## config.mk

```make
export PLATFORM = sky130hd
export DESIGN_NAME = score_accumulator
export DESIGN_NICKNAME = d
export VERILOG_FILES = /design/src/rtl/score_accumulator.sv
export SDC_FILE = /design/constraint.sdc
export NUM_CORES = 1
export LEC_CHECK = 0
export CAP_MARGIN = 15
export CORE_UTILIZATION = 45
export DETAILED_ROUTE_END_ITERATION = 6
export PLACE_DENSITY = 0.69
export REMOVE_ABC_BUFFERS = 1
export SLEW_MARGIN = 25
export SYNTH_ARGS = -nofsm -noshare
export SYNTH_HDL_FRONTEND = slang
export SYNTH_SLANG_ARGS = --single-unit
```

## constraint.sdc

```tcl
create_clock -name CLK_DRV -period 4.7 [get_ports CLK_DRV]
set_input_delay 0.94 -clock CLK_DRV [delete_from_list [all_inputs] [get_ports CLK_DRV]]
set_output_delay 0.94 -clock CLK_DRV [all_outputs]
set_load 0.02 [all_outputs]
```

## src/rtl/score_accumulator.sv

```systemverilog
// score_accumulator
//   Receives per-player score pulses from the points counter and keeps two
//   3-digit BCD scores and a high score. It also serves one BCD digit per
//   clock to the score video generator. All state lives in the CLK_DRV domain.
//
// Ports
//   CLK_DRV     in   1   drive clock, all state changes on its rising edge
//   RESET_N     in   1   asynchronous active-low reset
//   COUNT_1/2   in   1   player score pulses (level, one count per rising edge)
//   START_GAME  in   1   synchronous clear of scores, wrap and bonus flags
//   GAME_OVER   in   1   rising edge commits max(high, P1, P2) to HIGH_SCORE
//   ATTRACT_N   in   1   low = attract mode, score pulses ignored
//   PLAYER_SEL  in   1   readout player (0 = P1, 1 = P2)
//   DIGIT_SEL   in   2   0 units, 1 tens, 2 hundreds, 3 high-score hundreds
//   DIGIT       out  4   registered readout digit (1-cycle latency)
//   SCORE_1/2   out  12  BCD scores {hundreds, tens, units}
//   HIGH_SCORE  out  12  BCD high score
//   WRAP_1/2    out  1   sticky, score wrapped past the top this game
//   BONUS_1/2   out  1   one-cycle pulse when the score first reaches BONUS_AT
module score_accumulator #(
  parameter logic [11:0] BONUS_AT     = 12'h000,
  parameter int unsigned HUNDREDS_MAX = 9
) (
  input  logic        CLK_DRV,
  input  logic        RESET_N,
  input  logic        COUNT_1,
  input  logic        COUNT_2,
  input  logic        START_GAME,
  input  logic        GAME_OVER,
  input  logic        ATTRACT_N,
  input  logic        PLAYER_SEL,
  input  logic [1:0]  DIGIT_SEL,
  output logic [3:0]  DIGIT,
  output logic [11:0] SCORE_1,
  output logic [11:0] SCORE_2,
  output logic [11:0] HIGH_SCORE,
  output logic        WRAP_1,
  output logic        WRAP_2,
  output logic        BONUS_1,
  output logic        BONUS_2
);

  localparam logic [3:0] HMAX = 4'(HUNDREDS_MAX);

  // BCD +1. Returns {wrap, hundreds, tens, units}.
  function automatic logic [12:0] bcd_inc(input logic [11:0] s);
    logic [3:0] u;
    logic [3:0] t;
    logic [3:0] h;
    logic       w;
    u = s[3:0];
    t = s[7:4];
    h = s[11:8];
    w = 1'b0;
    if (u == 4'd9) begin
      u = 4'd0;
      if (t == 4'd9) begin
        t = 4'd0;
        // >= rather than == so that no out-of-range hundreds digit can survive
        if (h >= HMAX) begin
          h = 4'd0;
          w = 1'b1;
        end else begin
          h = h + 4'd1;
        end
      end else begin
        t = t + 4'd1;
      end
    end else begin
      u = u + 4'd1;
    end
    return {w, h, t, u};
  endfunction

  // Per-player state is indexed 0 = P1, 1 = P2.
  logic [1:0]        cnt_in;
  logic [1:0]        cnt_q;
  logic [1:0]        inc;
  logic [1:0][12:0]  inc_val;
  logic [1:0][11:0]  score_q;
  logic [1:0][11:0]  score_d;
  logic [1:0]        wrap_q;
  logic [1:0]        wrap_d;
  logic [1:0]        armed_q;
  logic [1:0]        armed_d;
  logic [1:0]        bonus_q;
  logic [1:0]        bonus_d;
  logic              go_q;
  logic [11:0]       high_q;
  logic [11:0]       high_d;
  logic [11:0]       best;
  logic [3:0]        digit_q;
  logic [3:0]        digit_d;
  logic [11:0]       sel_score;

  assign cnt_in = {COUNT_2, COUNT_1};

  // Edge detect: one increment per rising edge regardless of pulse width.
  assign inc = cnt_in & ~cnt_q & {2{ATTRACT_N}};

  generate
    for (genvar gi = 0; gi < 2; gi++) begin : g_inc
      assign inc_val[gi] = bcd_inc(score_q[gi]);
    end
  endgenerate

  always_comb begin
    score_d = score_q;
    wrap_d  = wrap_q;
    armed_d = armed_q;
    bonus_d = 2'b00;
    for (int p = 0; p < 2; p++) begin
      if (START_GAME) begin
        // Clear has priority; edges landing in this cycle are dropped.
        score_d[p] = 12'h000;
        wrap_d[p]  = 1'b0;
        armed_d[p] = 1'b1;
      end else if (inc[p]) begin
        score_d[p] = inc_val[p][11:0];
        if (inc_val[p][12]) begin
          wrap_d[p] = 1'b1;
        end
        // BCD ordering matches binary ordering of the packed vector.
        if (armed_q[p] && (BONUS_AT != 12'h000) &&
            (inc_val[p][11:0] >= BONUS_AT)) begin
          bonus_d[p] = 1'b1;
          armed_d[p] = 1'b0;
        end
      end
    end
  end

  // High-score compare uses the pre-increment / pre-clear score values.
  always_comb begin
    best = high_q;
    if (score_q[0] > best) begin
      best = score_q[0];
    end
    if (score_q[1] > best) begin
      best = score_q[1];
    end
    high_d = high_q;
    if (GAME_OVER && !go_q) begin
      high_d = best;
    end
  end

  assign sel_score = PLAYER_SEL ? score_q[1] : score_q[0];

  always_comb begin
    digit_d = 4'd0;
    case (DIGIT_SEL)
      2'd0:    digit_d = sel_score[3:0];
      2'd1:    digit_d = sel_score[7:4];
      2'd2:    digit_d = sel_score[11:8];
      default: digit_d = high_q[11:8];
    endcase
  end

  // Bonus flags come out of reset disarmed; the first START_GAME arms them.
  always_ff @(posedge CLK_DRV or negedge RESET_N) begin
    if (!RESET_N) begin
      cnt_q   <= 2'b00;
      score_q <= '0;
      wrap_q  <= 2'b00;
      armed_q <= 2'b00;
      bonus_q <= 2'b00;
      go_q    <= 1'b0;
      high_q  <= 12'h000;
      digit_q <= 4'd0;
    end else begin
      cnt_q   <= cnt_in;
      score_q <= score_d;
      wrap_q  <= wrap_d;
      armed_q <= armed_d;
      bonus_q <= bonus_d;
      go_q    <= GAME_OVER;
      high_q  <= high_d;
      digit_q <= digit_d;
    end
  end

  assign DIGIT      = digit_q;
  assign SCORE_1    = score_q[0];
  assign SCORE_2    = score_q[1];
  assign HIGH_SCORE = high_q;
  assign WRAP_1     = wrap_q[0];
  assign WRAP_2     = wrap_q[1];
  assign BONUS_1    = bonus_q[0];
  assign BONUS_2    = bonus_q[1];

endmodule

```

Word-level counts from Yosys, hierarchy flattened
Index checks and enable logic that the tools add are counted.

storage, ports and cells
  register bits = 45
  bits of input ports = 10
  output and inout port bits = 44
  logic and storage cells = 80

cells by class
  add/sub/neg operators = 6
  magnitude comparators = 4
  equal/unequal tests = 6
  mux-type cells = 32
  bitwise gates (word level) = 3
  reductions and logical operators = 17

operators with widths
  operator                                                               count
  12-bit 2-to-1 mux                                                      7
  4-bit 2-to-1 mux                                                       12
  4-bit by 1-bit adder with 4-bit output, second input constant          6
  12-bit > comparator                                                    2
  4-bit equality test, second input constant                             4
  2-bit nonzero test                                                     8
  1-bit 2-to-1 mux                                                       12
  4-bit one-hot mux with 3 select lines                                  1
  4-bit >= comparator, second input constant                             2
  2-bit AND reduction                                                    4
  3-bit AND reduction                                                    2
  2-bit AND                                                              2
  2-bit by 1-bit equality test with 1-bit output, second input constant  1
  2-bit equality test, second input constant                             1
  2-bit logical NOT                                                      1
  2-bit inverter                                                         1
  1-bit logical AND                                                      1
  1-bit logical NOT                                                      1

Depth between registers and ports, before layout
Gate-level depths: netlist of run 1.

  depth after elaboration = 7
  mapped depth = 17
  depth with buffers taken out = 15

Least setup slack after synthesis of run 1
No wires, ideal clock.

  kind = register to register
  from = reg high_q[10] (netlist: HIGH_SCORE[10])
  to = reg high_q[8] (netlist: HIGH_SCORE[8])
  data arrival time = 3,623 ps
  setup slack = 991 ps
  cell stages (with the launch flop) = 16
  buffers on the path = 2
  period minus slack after synthesis = 3,709 ps
  path through = dfrtp_1 > inv_1 > ha_1 > nand4_1 > or4_4 > a21boi_4 > clkbuf_1 > nor2_1 > a21oi_1 > ha_1 > nand4_1 > a211o_1 > a31oi_1 > clkbuf_1 > nand3_1 > o221ai_2

on the way
  cells in the longest elaborated chain, start to end = 4

ends and longest elaborated chain
  item                      line  RTL
  start: declaration        89    logic [11:0] high_q;
  start signal: assignment  178   high_q <= high_d;
  12-bit > comparator       136   if (score_q[0] > best) begin
  12-bit 2-to-1 mux *       136
  12-bit > comparator       139   if (score_q[1] > best) begin
  12-bit 2-to-1 mux *       139

Every way passes the cells marked *; elsewhere a longest branch is shown, timed or not.
A chain may end at the register's enable or synchronous reset.

Final worst setup path of run 1
  from = reg score_q, in the netlist SCORE_1[10]
  to = reg high_q[0] (netlist: HIGH_SCORE[0])

on the way
  cells in the longest elaborated chain, start to end = 4

ends and longest elaborated chain
  item                      line  RTL
  start: declaration        80    logic [1:0][11:0] score_q;
  start signal: assignment  173   score_q <= score_d;
  12-bit > comparator       136
  12-bit 2-to-1 mux *       136
  12-bit > comparator       139
  12-bit 2-to-1 mux *       139

Marked as above.

==> summary.md, run 1 <==
| Metric | Value |
|---|---|
| Total gr overflow | `0` |
| Setup Fix Bufs, Post-CTS | `0` |
| Initial DRC Count | `between 200 and 300` |
| Number of setup violations in the final report | `0` |
| Antenna Cells | `0` |
| Post-layout minimum cycle time | `roughly 4.2 ns` |
| Wire per inst | `16.3 um` |
| Post-route ant nets | `0` |
| Clk_skew | `roughly 0.0069 ns` |
| Later-pin clock latency in the skew report | `~0.3 ns` |
| Max-cap viol count | `0` |
| IO Port Bufs | `51` |
| Clk sinks | `45` |
| CTS tree | `built` |
| GRT Total Usage | `between 20% and 30%` |
| EDFF count, synth | `0` |
| Relative slew margins | `slightly below 50%` |
| CP startpoint kind | `register` |
| Grt met2 use | `between 30% and 40%` |
| Routed Wire Length | `8380 um` |
| Sw frac | `about a quarter` |
| Worst slew pin tran | `0.761 ns` |
| VDD IR-drop max | `around 120 uV` |
| Post_cts resized | `0` |
| DPL Wire Length | `6000 um` |
| # H-tree levels | `2` |
| Most frequent cells in the layout | `50 x clkdlybuf4s50_1, 46 x nor2_1, 45 x dfrtp_1` |
| Area delta synth->final | `21.1%` |
| DR vias/cell | `about 5.8` |
| Height of the chip | `slightly below 90 um` |
| Non-Filler Instances | `between 500 and 600` |
| Vias | `between 2000 and 3000` |
| Clock root buffer | `clkbuf_8` |
| Multi-input logic area | `around 1900 um^2` |
| PD cells | `about 180 nW/um^2` |
| Met3 usage | `roughly 3.7%` |
| Sequential share of power | `a little under three fifths` |
| CP Cell Sequence | `ha_1 > nand4_1 > or4_4 > a21boi_4 > nor2_1 > a21oi_1 > ha_1 > nor2b_1 > o211ai_1 > a211o_1 > a31oi_2 > o21a_1 > o221ai_1` |
| Fmax | `around 0.24 GHz` |
| Slew Limit Fails | `0` |
| CP Max Fanout | `25` |
| DRC viols | `0` |
| Vias in the first global route | `2659` |
| Hold Fails Final Rpt | `0` |
| Clock share of power | `a little over a third` |
| Yosys warning total | `0` |
| Drt first pass iters | `5` |
| Row cnt | `30` |
| Setup Crit Path Kind | `reg -> reg` |
| Status | `finished clean` |
| Initial Util | `47.0%` |
| Asr flop ratio synth | `between 90% and 100%` |
| Register area share after synthesis | `a little over a third` |
| GRT Max-Usage Layer | `met2` |
| WHS | `0.507 ns` |
| Global-route wire length before repair | `about 14000 um` |
| Design Area, Final | `approximately 3900 um^2` |
| Grt met1 use | `a little over a third` |
| Syn Area/Cell | `between 8 and 9 um^2` |
| Final Util | `about 57%` |
| Dpl cells | `507` |
| CP max-delay cell | `or4_4` |
| Fin crit share | `a little under 90%` |
| Share of cells above drive strength 1 | `slightly below 7%` |
| Most frequent CP cell | `ha_1` |
| RSZ-0062 raised after global routing | `false` |
| HP Class | `reg -> reg` |
| CP Data Arrival Time | `approximately 4.3 ns` |
| Largest net degree at the start of global routing | `46` |
| Cell variety after synth | `43` |
| Worst endpoint required time | `4.85 ns` |
| Most common cell after layout, fill and taps aside | `clkdlybuf4s50_1` |
| Slowest cell delay on critical path | `about 0.7 ns` |
| Ys flop type | `dfrtp_1` |
| Setup crit end kind | `register` |
| Comb power frac | `between 8 and 9%` |
| CP Buf/Inv Count | `0` |
| Placed Area | `3820 um^2` |
| Initial antenna violation count | `0` |
| Pleak | `between 1.5 and 2 nW` |
| Synthesized instance count | `~370` |
| Total core area | `6870 um^2` |
| Nets | `between 400 and 500` |
| FILL cells | `roughly 630` |
| Sum Neg Setup Slack | `0 ns` |
| Die X | `86.7 um` |
| CTS Buf Count | `5` |
| DIE AREA | `between 7000 and 8000 um^2` |
| CTS max path bufs | `2` |
| Clk slew on worst S/H paths | `about 0.080 ns` |
| Synthesized flop and latch total | `45` |
| Synth Cell Area | `~3200 um^2` |
| Top Ports | `between 50 and 60` |
| Cts hold-fix bufs | `0` |
| Internal | `0.531 mW` |
| Top Family by Delay on Critical Path | `compound AO/OA/AOI/OAI gates` |
| Register area | `roughly 1100 um^2` |
| Global placement routability congestion | `between 0.9 and 1` |
| P_sw | `around 0.17 mW` |
stage by stage:
step	total power, mW	setup slack, ns
floorplan	0.426	-0.202
global route	0.730	0.341
finish	0.699	0.541
CTS	0.709	0.624
detailed placement	0.464	0.649
global placement	0.463	0.780
cells in the mapped netlist, types with 2 or more instances:
library cell | count | area share (%)
o211ai_1 | 3 | 0.70
a211o_1 | 2 | 0.54
buf_4 | 2 | 0.46
o21ai_0 | 10 | 1.6
a31oi_1 | 2 | 0.39
o21ai_1 | 2 | 0.31
nor2_1 | 46 | 5.3
a22oi_1 | 3 | 0.70
nand2_1 | 21 | 2.4
buf_1 | 2 | 0.23
nor2b_1 | 10 | 1.9
ha_1 | 38 | 15
o21a_1 | 2 | 0.46
inv_1 | 24 | 2.8
mux2_2 | 2 | 0.70
nor3b_1 | 2 | 0.46
nand4_1 | 17 | 3.3
a221oi_1 | 2 | 0.54
nor3_1 | 16 | 2.5
a21oi_1 | 44 | 6.8
clkbuf_1 | 13 | 1.5
o221ai_2 | 10 | 4.7
a21boi_0 | 2 | 0.46
mux2i_1 | 5 | 1.6
dfrtp_1 | 45 | 35
o221ai_1 | 3 | 0.81
nand3_1 | 23 | 3.6
or3_1 | 5 | 0.97
or4b_1 | 2 | 0.62
cells by family (layout without fill, tap and decap cells):
family / count (synthesis) / after routing / synth area share [%]
other: 1 / 2 / 0.116
adders and majority gates: 38 / 38 / 14.7
and+or+nand+nor: 147 / 147 / 22.4
DFF: 45 / 45 / 34.9
buffers and inverters: 43 / 88 / 5.50
muxes: 8 / 8 / 2.95
AOI/OAI and AO/OA: 90 / 90 / 19.5
sequential cells by signal, summed over array words and instances, names as in the netlist:
register,flops
DIGIT,4
wrap_q,2
SCORE_2,12
SCORE_1,12
HIGH_SCORE,12
cnt_q,2
go_q,1
worst register-to-register path, cell delays in order, from the launching register on:
cell and delay [ns]:
dfrtp_1 0.49, ha_1 0.39, nand4_1 0.18, or4_4 0.68, a21boi_4 0.26, nor2_1 0.15
a21oi_1 0.06, ha_1 0.32, nor2b_1 0.14, o211ai_1 0.09, a211o_1 0.27, a31oi_2 0.15
o21a_1 0.64, o221ai_1 0.20
routing by layer:
| layer | share of wire [%] | wire length (um) |
|---|---|---|
| met4 | 2.3 | 189 |
| met5 | 0 | 0 |
| met1 | 47 | 3920 |
| met2 | 45 | 3730 |
| met3 | 6.5 | 542 |
worst paths after layout:
path / cells after the start / start / end / slack (ns)
hold reg to reg: 2 / wrap_q[0]$_DFFE_PN0P_ / wrap_q[0]$_DFFE_PN0P_ / 0.51
setup / recovery: 13 / SCORE_1[10]$_DFFE_PN0P_ / HIGH_SCORE[0]$_DFFE_PN0P_ / 0.54
setup reg to reg: 13 / SCORE_1[10]$_DFFE_PN0P_ / HIGH_SCORE[0]$_DFFE_PN0P_ / 0.54
max in group asynchronous: 1 / RESET_N / HIGH_SCORE[8]$_DFFE_PN0P_ / 3.66
min in group asynchronous: 1 / RESET_N / SCORE_1[2]$_DFFE_PN0P_ / 0.64
hold / removal: 2 / wrap_q[0]$_DFFE_PN0P_ / wrap_q[0]$_DFFE_PN0P_ / 0.51
power groups by stage:
stage | clock network, mW | registers (mW) | logic (mW)
floorplan | 0 | 0.407 | 0.0185
global placement | 0 | 0.403 | 0.0599
detailed placement | 0 | 0.403 | 0.0606
CTS | 0.253 | 0.395 | 0.0607
global route | 0.266 | 0.396 | 0.0671
finish | 0.243 | 0.396 | 0.0608
cell type report:
type	instances	area share [%]
clock buffers	7	2.21
inverters	24	2.30
multi-input cells	285	49.5
flip-flops and latches	45	28.8
well taps	96	3.07
repair buffers	57	14.1
Power figures use the tool's default switching activity.
==> inputs of run 2 (changes only) <==
--- a/config.mk
+++ b/config.mk
@@ -10,7 +10,7 @@
 export DETAILED_ROUTE_END_ITERATION = 6
 export PLACE_DENSITY = 0.69
 export REMOVE_ABC_BUFFERS = 1
-export SLEW_MARGIN = 25
+export SLEW_MARGIN = 20
 export SYNTH_ARGS = -nofsm -noshare
 export SYNTH_HDL_FRONTEND = slang
 export SYNTH_SLANG_ARGS = --single-unit
==> results of run 2 <==
No change in the layout: final DEF, timing and power equal those of run 1.
==> inputs of run 3 (changes only) <==
--- a/config.mk
+++ b/config.mk
@@ -7,8 +7,11 @@
 export LEC_CHECK = 0
 export CAP_MARGIN = 15
 export CORE_UTILIZATION = 45
+export CTS_CLUSTER_SIZE = 12
 export DETAILED_ROUTE_END_ITERATION = 6
-export PLACE_DENSITY = 0.69
+export DONT_BUFFER_PORTS = 1
+export GPL_TIMING_DRIVEN = 0
+export PLACE_DENSITY = 0.6
 export REMOVE_ABC_BUFFERS = 1
 export SLEW_MARGIN = 20
 export SYNTH_ARGS = -nofsm -noshare
==> run 3 against run 2 <==
  * Total power about the same
  * Clock-buffer cell count is the same
  * Critical path depth stayed put
  * Register-to-register slack lost 0.16 ns
  * Wire length is 2.2% lower
  * Global-route usage is 0.47 points lower
==> summary.md, run 3 (same netlist as run 1, synthesis figures left out) <==
| Metric | Value |
|---|---|
| Multi-input logic area | `1950 um^2 (was 1930 um^2)` |
| Cts hold-fix bufs | `0 (unchanged)` |
| DRC viols | `0 (unchanged)` |
| CP Buf/Inv Count | `1 (was 0)` |
| Largest net degree at the start of global routing | `46 (unchanged)` |
| VDD IR-drop max | `104 uV (was 116 uV)` |
| Vias in the first global route | `2525 (was 2659)` |
| Total core area | `6870 um^2 (unchanged)` |
| Total gr overflow | `0 (unchanged)` |
| FILL cells | `665 (was 625)` |
| PnR worst setup slack | `0.385 ns (was 0.541 ns)` |
| Top Family by Delay on Critical Path | `compound AO/OA/AOI/OAI gates (unchanged)` |
| CTS tree | `built (unchanged)` |
| Total Power | `0.699 mW (about the same)` |
| Max-cap viol count | `0 (unchanged)` |
| Initial antenna violation count | `0 (unchanged)` |
| Row cnt | `30 (unchanged)` |
| DR vias/cell | `5.98 (was 5.82)` |
| Later-pin clock latency in the skew report | `0.31 ns (was 0.30 ns)` |
| Top Ports | `54 (unchanged)` |
| # H-tree levels | `2 (unchanged)` |
| CTS max path bufs | `2 (unchanged)` |
| Crit. Startpoint | `HIGH_SCORE[10]$_DFFE_PN0P_ (was SCORE_1[10]$_DFFE_PN0P_)` |
| Drt first pass iters | `6 (was 5)` |
| DIE AREA | `7520 um^2 (unchanged)` |
| Fmax | `0.232 GHz (was 0.240 GHz)` |
| Routed Wire Length | `8200 um (was 8380 um)` |
| HP Class | `in -> async (was reg -> reg)` |
| Slew Limit Fails | `0 (unchanged)` |
| Placed Area | `3320 um^2 (was 3820 um^2)` |
| Worst endpoint required time | `4.87 ns (was 4.85 ns)` |
| Area delta synth->final | `6.05% (was 21.1%)` |
| PD cells | `204 nW/um^2 (was 179 nW/um^2)` |
| Global-route wire length before repair | `13300 um (was 13900 um)` |
| Status | `finished clean (unchanged)` |
| Most frequent cells in the layout | `46 x nor2_1, 45 x dfrtp_1, 44 x a21oi_1 (was 50 x clkdlybuf4s50_1, 46 x nor2_1, 45 x dfrtp_1)` |
| Die X | `86.7 um (unchanged)` |
| Setup Crit Path Kind | `reg -> reg (unchanged)` |
| Wire per inst | `17.8 um (was 16.3 um)` |
| Hold Fails Final Rpt | `0 (unchanged)` |
| Initial DRC Count | `198 (was 277)` |
| Sum Neg Setup Slack | `0 ns (unchanged)` |
| Clk_skew | `0.00886 ns (was 0.00694 ns)` |
| Design Area, Final | `3420 um^2 (was 3910 um^2)` |
| IO Port Bufs | `0 (was 51)` |
| Initial Util | `47.0% (unchanged)` |
| RSZ-0062 raised after global routing | `false (unchanged)` |
| Height of the chip | `86.7 um (unchanged)` |
| Antenna Cells | `0 (unchanged)` |
| Post_cts resized | `0 (unchanged)` |
| Vias | `2753 (was 2992)` |
| Slowest cell delay on critical path | `0.72 ns (was 0.68 ns)` |
| Clk sinks | `45 (unchanged)` |
| Clk slew on worst S/H paths | `0.09 ns (was 0.08 ns)` |
| Clock root buffer | `clkbuf_8 (unchanged)` |
| Share of cells above drive strength 1 | `7.69% (was 6.94%)` |
| Number of setup violations in the final report | `0 (unchanged)` |
| Pleak | `1.50 nW (was 1.69 nW)` |
| Post-route ant nets | `0 (unchanged)` |
| DPL Wire Length | `5750 um (was 6000 um)` |
| Register area | `1130 um^2 (unchanged)` |
| Most common cell after layout, fill and taps aside | `nor2_1 (was clkdlybuf4s50_1)` |
| Global placement routability congestion | `0.819 (was 0.939)` |
| Setup crit end kind | `register (unchanged)` |
| CP max-delay cell | `or4_4 (unchanged)` |
| CP Max Fanout | `25 (unchanged)` |
| Fin crit share | `91.8% (was 88.5%)` |
| Worst r2r src | `HIGH_SCORE[10]$_DFFE_PN0P_ (was SCORE_1[10]$_DFFE_PN0P_)` |
| Relative slew margins | `48.3% (was 49.3%)` |
| CTS Buf Count | `5 (unchanged)` |
| GRT Total Usage | `23.3% (was 23.8%)` |
| CP Cell Sequence | `inv_1 > ha_1 > nand4_1 > or4_4 > a21boi_4 > nor2_1 > a21oi_1 > ha_1 > nand4_1 > a211o_1 > a31oi_4 > o21a_2 > o221ai_1 (was ha_1 > nand4_1 > or4_4 > a21boi_4 > nor2_1 > a21oi_1 > ha_1 > nor2b_1 > o211ai_1 > a211o_1 > a31oi_2 > o21a_1 > o221ai_1)` |
| Worst slew pin tran | `0.772 ns (was 0.761 ns)` |
| Post-layout minimum cycle time | `4.31 ns (was 4.16 ns)` |
| CP startpoint kind | `register (unchanged)` |
| Nets | `411 (was 466)` |
| CP Data Arrival Time | `4.49 ns (was 4.31 ns)` |
| Setup Fix Bufs, Post-CTS | `0 (unchanged)` |
| DP Worst Slack | `0.205 ns (was 0.649 ns)` |
-- run 3: path summary, 6_finish.rpt --
kind | cells past startpoint | slack, ns | endpoint
worst max register to register | 13 | 0.39 | HIGH_SCORE[0]$_DFFE_PN0P_
worst min register to register | 2 | 0.66 | wrap_q[0]$_DFFE_PN0P_
worst max-delay path | 13 | 0.39 | HIGH_SCORE[0]$_DFFE_PN0P_
min in group CLK_DRV | 0 | 0.65 | go_q$_DFF_PN0_
worst min-delay path | 0 | 0.31 | SCORE_1[9]$_DFFE_PN0P_
max in group asynchronous | 0 | 4.28 | SCORE_2[5]$_DFFE_PN0P_
-- run 3: stage by stage --
stage | instances | hold slack [ns] | utilization (%)
2_1_floorplan | 354 | 0.606 | -
3_3_place_gp | 450 | 0.629 | 47.5
3_5_place_dp | 452 | 0.637 | 48.3
4_1_cts | 460 | 0.310 | 49.8
5_1_grt | 460 | 0.292 | 49.8
6_report | 460 | 0.313 | 49.8
-- run 3: cell type report --
cell class              count  area share [%]
inverters                  24            2.63
well taps                  96            3.51
clock buffers               7            2.81
clock inverters             1           0.146
flip-flops and latches     45            32.9
repair buffers              2            1.13
multi-input cells         285            56.9
-- run 3: power by group --
group	internal (mW)	total (mW)	switching, mW
Sequential	0.392	0.401	0.00916
Clock	0.133	0.274	0.141
Combinational	0.0104	0.0243	0.0139
Total	0.535	0.699	0.164
-- run 3: layer usage --
metal | vias to the layer above | global-route usage, % | routed length, um
met5 | - | 0 | 0
met4 | 0 | 6.21 | 127
met3 | 14 | 5.62 | 585
met2 | 90 | 35.4 | 3660
met1 | 1317 | 33.2 | 3830
li1 | 1332 | - | -
